==> src/rtl/lcd_init_seq.sv <==
// LCD power-on sequencer: optional panel reset pulse (LCD_RESET_PULSE_EN), ROM of command/data/delay entries, then client pass-through.
// Each ROM byte costs 1 FETCH cycle plus SEND cycles until the handshake; tx_* holds steady under backpressure; client_ready = tx_ready only in DONE.
module lcd_init_seq #(
   parameter int DELAY_UNIT      = 25000,
   parameter int RST_LOW_CYCLES  = 250,
   parameter int RST_WAIT_CYCLES = 3000000,
   parameter int ROM_DEPTH       = 16
) (
   input  logic       clk,
   input  logic       reset,
   input  logic       restart,
   output logic       lcd_rst,
   output logic       tx_valid,
   input  logic       tx_ready,
   output logic [7:0] tx_data,
   output logic       tx_dc,
   input  logic       client_valid,
   input  logic [7:0] client_data,
   input  logic       client_dc,
   output logic       client_ready,
   output logic       init_done
);
   localparam int AW   = $clog2(ROM_DEPTH);
   localparam int TMAX0 = (RST_WAIT_CYCLES > RST_LOW_CYCLES) ? RST_WAIT_CYCLES : RST_LOW_CYCLES;
   localparam int TMAX = (TMAX0 > DELAY_UNIT) ? TMAX0 : DELAY_UNIT;
   localparam int TW   = $clog2(TMAX + 1);
   localparam logic [TW-1:0] UNIT_LAST = TW'(DELAY_UNIT - 1);
   localparam logic [AW-1:0] ADDR_LAST = AW'(ROM_DEPTH - 1);

   typedef enum logic [2:0] {
      S_RST_LOW, S_RST_WAIT, S_FETCH, S_SEND, S_DELAY, S_DONE
   } state_t;

`ifdef LCD_RESET_PULSE_EN
   localparam logic [TW-1:0] LOW_LAST  = TW'(RST_LOW_CYCLES - 1);
   localparam logic [TW-1:0] WAIT_LAST = TW'(RST_WAIT_CYCLES - 1);
   localparam state_t START = S_RST_LOW;
`else
   localparam state_t START = S_FETCH;
`endif

   // Entry layout {op[1:0], payload[7:0]}: 00 cmd, 01 data, 10 delay, 11 end.
   function automatic logic [9:0] rom_entry(input logic [AW-1:0] a);
      logic [9:0] e;
      case (a)
         AW'(0):  e = {2'b00, 8'h01};
         AW'(1):  e = {2'b10, 8'd150};
         AW'(2):  e = {2'b00, 8'h11};
         AW'(3):  e = {2'b10, 8'd255};
         AW'(4):  e = {2'b00, 8'h3A};
         AW'(5):  e = {2'b01, 8'h05};
         AW'(6):  e = {2'b00, 8'h36};
         AW'(7):  e = {2'b01, 8'hC8};
         AW'(8):  e = {2'b00, 8'h29};
         AW'(9):  e = {2'b10, 8'd10};
         default: e = {2'b11, 8'h00};
      endcase
      return e;
   endfunction

   state_t          state_q, state_d;
   logic [AW-1:0]   addr_q, addr_d;
   logic [TW-1:0]   tmr_q, tmr_d;
   logic [7:0]      cnt_q, cnt_d;
   logic [7:0]      data_q, data_d;
   logic            dc_q, dc_d;
   logic [9:0]      entry;
   logic            advance;
   logic            in_done;

   always_ff @(posedge clk) begin
      if (reset) begin
         state_q <= START;
         addr_q  <= '0;
         tmr_q   <= '0;
         cnt_q   <= '0;
         data_q  <= '0;
         dc_q    <= 1'b0;
      end else begin
         state_q <= state_d;
         addr_q  <= addr_d;
         tmr_q   <= tmr_d;
         cnt_q   <= cnt_d;
         data_q  <= data_d;
         dc_q    <= dc_d;
      end
   end

   always_comb begin
      state_d = state_q;
      addr_d  = addr_q;
      tmr_d   = tmr_q;
      cnt_d   = cnt_q;
      data_d  = data_q;
      dc_d    = dc_q;
      advance = 1'b0;
      entry   = rom_entry(addr_q);
      case (state_q)
`ifdef LCD_RESET_PULSE_EN
         S_RST_LOW: begin
            if (tmr_q == LOW_LAST) begin
               state_d = S_RST_WAIT;
               tmr_d   = '0;
            end else begin
               tmr_d = tmr_q + 1'b1;
            end
         end
         S_RST_WAIT: begin
            if (tmr_q == WAIT_LAST) begin
               state_d = S_FETCH;
               tmr_d   = '0;
            end else begin
               tmr_d = tmr_q + 1'b1;
            end
         end
`endif
         S_FETCH: begin
            case (entry[9:8])
               2'b00, 2'b01: begin
                  state_d = S_SEND;
                  data_d  = entry[7:0];
                  dc_d    = entry[8];
               end
               2'b10: begin
                  if (entry[7:0] == 8'd0) begin
                     advance = 1'b1;
                  end else begin
                     state_d = S_DELAY;
                     cnt_d   = entry[7:0];
                     tmr_d   = '0;
                  end
               end
               default: state_d = S_DONE;
            endcase
         end
         S_SEND: advance = tx_ready;
         // Inner counter spans one delay unit, outer counts units down to 1.
         S_DELAY: begin
            if (tmr_q == UNIT_LAST) begin
               tmr_d = '0;
               if (cnt_q == 8'd1) advance = 1'b1;
               else               cnt_d   = cnt_q - 1'b1;
            end else begin
               tmr_d = tmr_q + 1'b1;
            end
         end
         S_DONE: begin
            if (restart) begin
               state_d = START;
               addr_d  = '0;
               tmr_d   = '0;
            end
         end
         default: state_d = START;
      endcase
      // Running off the last ROM slot ends the sequence instead of wrapping.
      if (advance) begin
         if (addr_q == ADDR_LAST) begin
            state_d = S_DONE;
         end else begin
            state_d = S_FETCH;
            addr_d  = addr_q + 1'b1;
         end
      end
   end

   assign in_done = (state_q == S_DONE);

`ifdef LCD_RESET_PULSE_EN
   assign lcd_rst = (state_q != S_RST_LOW);
`else
   assign lcd_rst = 1'b1;
`endif

   assign tx_valid     = in_done ? client_valid : (state_q == S_SEND);
   assign tx_data      = in_done ? client_data  : data_q;
   assign tx_dc        = in_done ? client_dc    : dc_q;
   assign client_ready = in_done & tx_ready;
   assign init_done    = in_done;

endmodule
==> config.mk <==
export PLATFORM = sky130hd
export DESIGN_NAME = lcd_init_seq
export DESIGN_NICKNAME = d
export VERILOG_FILES = /design/src/rtl/lcd_init_seq.sv
export SDC_FILE = /design/constraint.sdc
export NUM_CORES = 1
export LEC_CHECK = 0
export CORE_MARGIN = 2
export CORE_UTILIZATION = 57
export CTS_CLUSTER_SIZE = 20
export DETAILED_ROUTE_END_ITERATION = 10
export PLACE_DENSITY = 0.77
export SYNTH_ARGS = -nofsm -noshare
export SYNTH_HDL_FRONTEND = slang
export SYNTH_SLANG_ARGS = --single-unit
==> constraint.sdc <==
create_clock -name clk -period 3.91 [get_ports clk]
set_input_delay 0.391 -clock clk [delete_from_list [all_inputs] [get_ports clk]]
set_output_delay 0.391 -clock clk [all_outputs]
set_load 0.02 [all_outputs]
==> flow_metrics.tcl, run 1 <==
set metrics [dict create \
    status "completed" \
    drt_pass1_iterations 4 \
    cts_max_path_buffers 2 \
    fin_crit_ns 3.39 \
    hp-start "data_q[7]" \
    synth_cell_types 58 \
    dieArea_sq_mm 0.00572 \
    dp_hpwl_microns 4610 \
    rows 26 \
    r2r_cells 10 \
    finalMaxSlewViolations 0 \
    synth-adder-area-share_pct 3.42 \
    cts_tree "yes" \
    fin_tns_setup_ns 0 \
    synth_enable_flop_cells 0 \
    powerDensity_mw_per_mm2 413 \
    seq_area_frac_synth_pct 38.4 \
    r2r-start "state_q[0]" \
    synth_nets 381 \
    crit_arrival_ns 3.65 \
    crit_slowest_cell "or3b_1" \
    clkLatencyLatePin_ns 0.31 \
    fmax_ghz 0.295 \
    grt_use_met2_pct 38.2 \
    drt_iter0_markers 161 \
    grt_usage_pct 22.8 \
    vias_per_cell 5.65 \
    holdBufCountCts 0 \
    synth_compound_area_share_pct 17.9 \
    h-tree-depth 2 \
    drc_errors 0 \
    synth_seq_cells 56 \
    numPortBuffers 25 \
    yosys.area_share.simple_pct 27.4 \
    critPathCaptureType "register" \
    tightest_slew_ns 0.669 \
    critPathLaunchType "register" \
    start_util_pct 58.0 \
    synth_top_family_by_area "simple AND/OR/NAND/NOR gates" \
    die_w_microns 75.6 \
    final_cell_mix "dfxtp_1, nand2_1, nor2_1" \
    crit_chain "or3b_1 > or3_4 > nor3_1 > o21ai_0 > mux2_2 > nor2_1 > inv_1 > ha_1 > nor4_1 > a211o_1" \
    die_height_microns 75.6 \
    io_pins 27 \
    synth_area_sq_mm 0.00292 \
    reg2reg_to "entry[3]" \
    syn_inst 359 \
    grt_max_degree 24 \
    cts_buffers 5 \
    layout-drive-gt1-share_pct 6.88 \
    ant_nets 0 \
    hp-class "reg -> reg" \
    grt_overflow_total 0 \
    place_congestion 0.891 \
    antenna_found_initial 0 \
    cts_resized 0 \
    hold_ws_ns 0.465 \
    final_common_cell "dfxtp_1" \
    final_cells 448 \
    slew_headroom_pct 55.4 \
    ys.warnings.count 0 \
    path_max_fanout 16 \
    async_flop_share_pct 0 \
    min_to "data_q[7]" \
    clk_pin_slew_ns 0.10 \
    critical_path.max_stage_delay_ns 0.61 \
    met1_usage_pct 30.5 \
    path_class "reg -> reg" \
    synth_flop_cell "dfxtp_1" \
    finalNetCount 399 \
    placed_cells 440 \
    finalHoldViolCount 0 \
    vias 2533 \
    grt_pass1_vias 2208 \
    rsz0062_at_grt "no" \
    setup_viol 0 \
    finClkSkew_ns 0.00480 \
    postCtsSetupRepairBufs 0 \
    hold_depth 2 \
    core_sq_mm 0.00504 \
    critical_path_required_ns 4.17 \
    muxShareOfSynthArea_pct 4.88 \
    synth_xor_xnor_area_share_pct 3.90 \
    grt.busiest_layer "met2" \
    area_growth_pct 13.5 \
    wire_per_inst_microns 13.9 \
    diodes 0 \
    fin_crit_sh_pct 86.7 \
    cap_viol_max_count 0 \
    grt_pass1_wl_microns 9980 \
    wirelength_microns 6210 \
    ir_drop_mv 0.252 \
    rrSetupSlack_ns 0.52 \
    grtUsageMet3_pct 3.97 \
    syn-mean-instance-area_sq_um 8.14 \
    root_buffer "clkbuf_8" \
    cellLeakagePower_nw 1.20 \
    cts_sinks 56 \
]
-- sequential cells by signal, indices dropped and copies added, names as in the netlist --
signal and cells:
addr_q 4, state_q 3, tmr_q 22, data_q 8
cnt_q 8, dc_q 1, entry 10
-- worst max-delay path, delay by kind of cell (launching register included) --
| kind | cells | cell delay [ns] |
|---|---|---|
| compound gates | 2 | 0.38 |
| fa+ha+maj | 1 | 0.31 |
| buf+inv | 1 | 0.08 |
| flops | 1 | 0.42 |
| mux | 1 | 0.38 |
| simple gates | 5 | 1.77 |
-- cells by family after synthesis --
logic type,after synthesis
AOI/OAI and AO/OA,81
xor gates and xnor gates,13
adders and majority gates,8
buffers and inverters,28
DFF,56
muxes,13
other,1
and+or+nand+nor,159
-- area by class of cell --
cell class | instances | area (sq um)
Fill cell | 425 | 1720
Multi-Input combinational cell | 275 | 1690
Sequential cell | 56 | 1120
Timing Repair Buffer | 26 | 258
Tap cell | 70 | 87.6
Clock buffer | 5 | 68.8
Inverter | 13 | 48.8
Clock inverter | 3 | 47.5
-- per-stage QoR --
step                cell area [sq um]  power (mW)  utilization [%]  worst slack (ns)
global placement                 3200       0.982             63.5             0.650
floorplan                        2920       0.900                -              1.05
CTS                              3320        1.38             65.8             0.525
global route                     3320        1.45             65.8             0.275
detailed placement               3200       0.992             63.5             0.526
finish                           3320        1.37             65.8             0.522
-- cell usage after synthesis, types with 2 or more instances --
master | count | area, sq um
a31oi_1 | 2 | 12.5
nand4_1 | 9 | 56.3
dfxtp_1 | 56 | 1120
a21oi_1 | 27 | 135
nand4b_1 | 2 | 17.5
and2_1 | 2 | 12.5
nand3_1 | 12 | 60.1
nor3b_1 | 2 | 15.0
a211oi_1 | 2 | 15.0
and3_1 | 4 | 25.0
nor4b_1 | 2 | 17.5
a311oi_1 | 2 | 17.5
or4_1 | 2 | 15.0
and4_1 | 2 | 17.5
inv_1 | 13 | 48.8
nor2b_1 | 6 | 37.5
nor4_1 | 6 | 37.5
nor3_1 | 3 | 15.0
ha_1 | 8 | 100
or3_4 | 2 | 22.5
mux2i_1 | 3 | 30.0
mux2_2 | 10 | 113
xor2_1 | 12 | 105
nand2_1 | 51 | 191
buf_4 | 2 | 15.0
o211ai_1 | 2 | 15.0
a22oi_1 | 6 | 45.0
o21a_1 | 2 | 15.0
a21o_1 | 6 | 45.0
o21ai_0 | 21 | 105
or3_1 | 7 | 43.8
clkbuf_1 | 10 | 37.5
nor2_1 | 36 | 135
nand2b_1 | 3 | 18.8
-- how the worst max path moves through the flow --
stage          startpoint        to  slack [ns]  cells after the start
2_1_floorplan  state_q[2]  entry[3]        1.05                     11
3_3_place_gp   state_q[0]  entry[3]        0.65                     10
3_5_place_dp   state_q[0]  entry[3]        0.53                     10
4_1_cts        state_q[0]  entry[3]        0.52                     10
5_1_grt        state_q[0]  entry[3]        0.28                     10
6_report       state_q[0]  entry[3]        0.52                     10
-- routing by layer --
layer / share of wire, % / up-vias
met5: 0 / -
met3: 3.6 / 6
li1: - / 1302
met1: 48 / 1183
met4: 1.0 / 0
met2: 47 / 42
-- power by group --
group	internal, mW	leakage, nW	switching [mW]	total, mW
clock	0.193	0.0583	0.195	0.389
sequential	0.612	0.453	0.0450	0.657
combinational	0.136	0.691	0.188	0.324
(Power assumes the default switching activity.)
==> run 2, diff against run 1 <==
--- a/config.mk
+++ b/config.mk
@@ -9,4 +9,6 @@
 export CORE_UTILIZATION = 57
+export CTS_CLUSTER_DIAMETER = 120
 export CTS_CLUSTER_SIZE = 20
 export DETAILED_ROUTE_END_ITERATION = 10
+export HOLD_SLACK_MARGIN = 0.02
 export PLACE_DENSITY = 0.77
==> constraint.sdc (replaced) <==
create_clock -name clk -period 3.91 [get_ports clk]
set_input_delay 0.9775 -clock clk [delete_from_list [all_inputs] [get_ports clk]]
set_output_delay 0.9775 -clock clk [all_outputs]
set_load 0.02 [all_outputs]
==> run 2 against run 1 <==
Against the previous run:
- core utilization rose by 0.40 points
- count of clock-buffer cells in the layout rose by 1
- hold slack got worse by 0.0075 ns
- sequential share of layout area fell by 0.20 points
- combinational power barely moved
- register-to-register slack improved by 0.16 ns
- non-clock buffer count rose by 2
- die area did not move
- fmax rose by 1.9%
- final cell count rose by 0.45%
- largest cell class unchanged
==> flow_metrics.tcl, run 2 (synthesis results as in run 1) <==
set metrics [dict create \
    cap_viol_max_count 0 \
    drt_pass1_iterations 4 \
    cts_buffers 5 \
    largest-register "tmr_q" \
    clkPwrFrac_pct 28.9 \
    cts_resized 0 \
    postCtsSetupRepairBufs 0 \
    powerDensity_mw_per_mm2 413 \
    grt_overflow_total 0 \
    drt_iter0_markers 118 \
    die_height_microns 75.6 \
    rsz0062_at_grt "no" \
    p_switching_mw 0.419 \
    ant_nets 0 \
    r2r_cells 10 \
    critical_path_required_ns 2.93 \
    diodes 0 \
    grt_pass1_wl_microns 9980 \
    vias 2587 \
    slew_headroom_pct 59.1 \
    seq_power_share_pct 47.6 \
    area_growth_pct 14.2 \
    io_pins 27 \
    hold_depth 2 \
    cts_tree "yes" \
    holdBufCountCts 0 \
    numPortBuffers 25 \
    drc_errors 0 \
    dp_hpwl_microns 4510 \
    fmax_ghz 0.301 \
    power_frac_comb_pct 23.4 \
    fin_crit_sh_pct 85.0 \
    clk_pin_slew_ns 0.09 \
    finalNetCount 401 \
    fin_tns_setup_ns 0 \
    grtUsageMet3_pct 3.57 \
    setup_viol 0 \
    power_mw 1.38 \
    status "completed" \
    met1_usage_pct 29.5 \
    rrSetupSlack_ns 0.68 \
    place_congestion 0.907 \
    finish.utilization_pct 66.2 \
    tightest_slew_ns 0.611 \
    finalHoldViolCount 0 \
    grt_pass1_vias 2272 \
    grt_usage_pct 22.7 \
    root_buffer "clkbuf_8" \
    path_class "reg -> out" \
    stdcell_area_sq_mm 0.00334 \
    final_cells 450 \
    h-tree-depth 2 \
    finalMaxSlewViolations 0 \
    layout-drive-gt1-share_pct 7.37 \
    nFillCells 448 \
    hp-class "reg -> reg" \
    grt_max_degree 22 \
    core_sq_mm 0.00504 \
    internal_power_mw 0.959 \
    placed_cells 442 \
    r2r-start "tmr_q[6]" \
    dieArea_sq_mm 0.00572 \
    vias_per_cell 5.75 \
    min_to "dc_q" \
    die_w_microns 75.6 \
    hp-start "dc_q" \
    cellLeakagePower_nw 1.22 \
    critPathCaptureType "primary output" \
    crit_arrival_ns 2.35 \
    seq_area_sq_mm 0.00112 \
    multi_input_area_sq_mm 0.00169 \
    final_cell_mix "dfxtp_1, nand2_1, nor2_1" \
    grt_use_met2_pct 38.1 \
    wire_per_inst_microns 13.5 \
    rows 26 \
    path_max_fanout 10 \
    largest_reg_flops 22 \
    placed_area_sq_mm 0.00322 \
    wirelength_microns 6090 \
    start_util_pct 58.0 \
    clkLatencyLatePin_ns 0.32 \
    fin_crit_ns 3.32 \
    final_common_cell "dfxtp_1" \
    cts_sinks 56 \
    antenna_found_initial 0 \
    finClkSkew_ns 0.0120 \
    critPathLaunchType "register" \
    reg2reg_to "entry[3]" \
    swShare_pct 30.4 \
    grt.busiest_layer "met2" \
    cts_max_path_buffers 2 \
    ir_drop_mv 0.221 \
]
run 2: critical path: stages (launching register included):
cell and delay, ns:
dfxtp_1 0.41, nor2b_1 0.36, nand2_1 0.34, mux2_2 0.32, clkdlybuf4s50_1 0.60
run 2: layer usage:
| layer | vias to the layer above | routed length [microns] |
|---|---|---|
| met5 | - | 0 |
| met4 | 0 | 108 |
| met3 | 9 | 178 |
| met2 | 42 | 2890 |
| met1 | 1226 | 2910 |
| li1 | 1310 | - |
run 2: power groups by stage:
stage                     Combinational (mW)  Sequential (mW)  Clock [mW]
final                                  0.323            0.656       0.399
after global routing                   0.363            0.664       0.424
after CTS                              0.324            0.656       0.405
after detailed placement               0.322            0.668           0
after global placement                 0.315            0.668           0
after floorplan                        0.250            0.650           0
run 2: worst max path at each step:
| stage | startpoint | endpoint | slack (ns) |
|---|---|---|---|
| 2_1_floorplan | tx_ready | entry[3] | 1.01 |
| 3_3_place_gp | tx_ready | entry[3] | 0.45 |
| 3_5_place_dp | tx_ready | entry[3] | 0.33 |
| 4_1_cts | state_q[2] | tx_data[5] | 0.57 |
| 5_1_grt | tmr_q[1] | entry[3] | 0.44 |
| 6_report | state_q[2] | tx_data[5] | 0.59 |
run 2: cell type report:
class | instances | area share, %
flip-flops and latches | 56 | 33.6
clock buffers | 6 | 2.47
clock inverters | 2 | 1.16
well taps | 70 | 2.62
repair buffers | 28 | 8.17
inverters | 13 | 1.46
multi-input cells | 275 | 50.5
run 2: per-stage QoR:
step           setup WS (ns)  hold WS, ns
4_1_cts                0.574        0.457
5_1_grt                0.436        0.480
2_1_floorplan           1.01        0.433
6_report               0.585        0.458
3_3_place_gp           0.450        0.445
3_5_place_dp           0.330        0.443
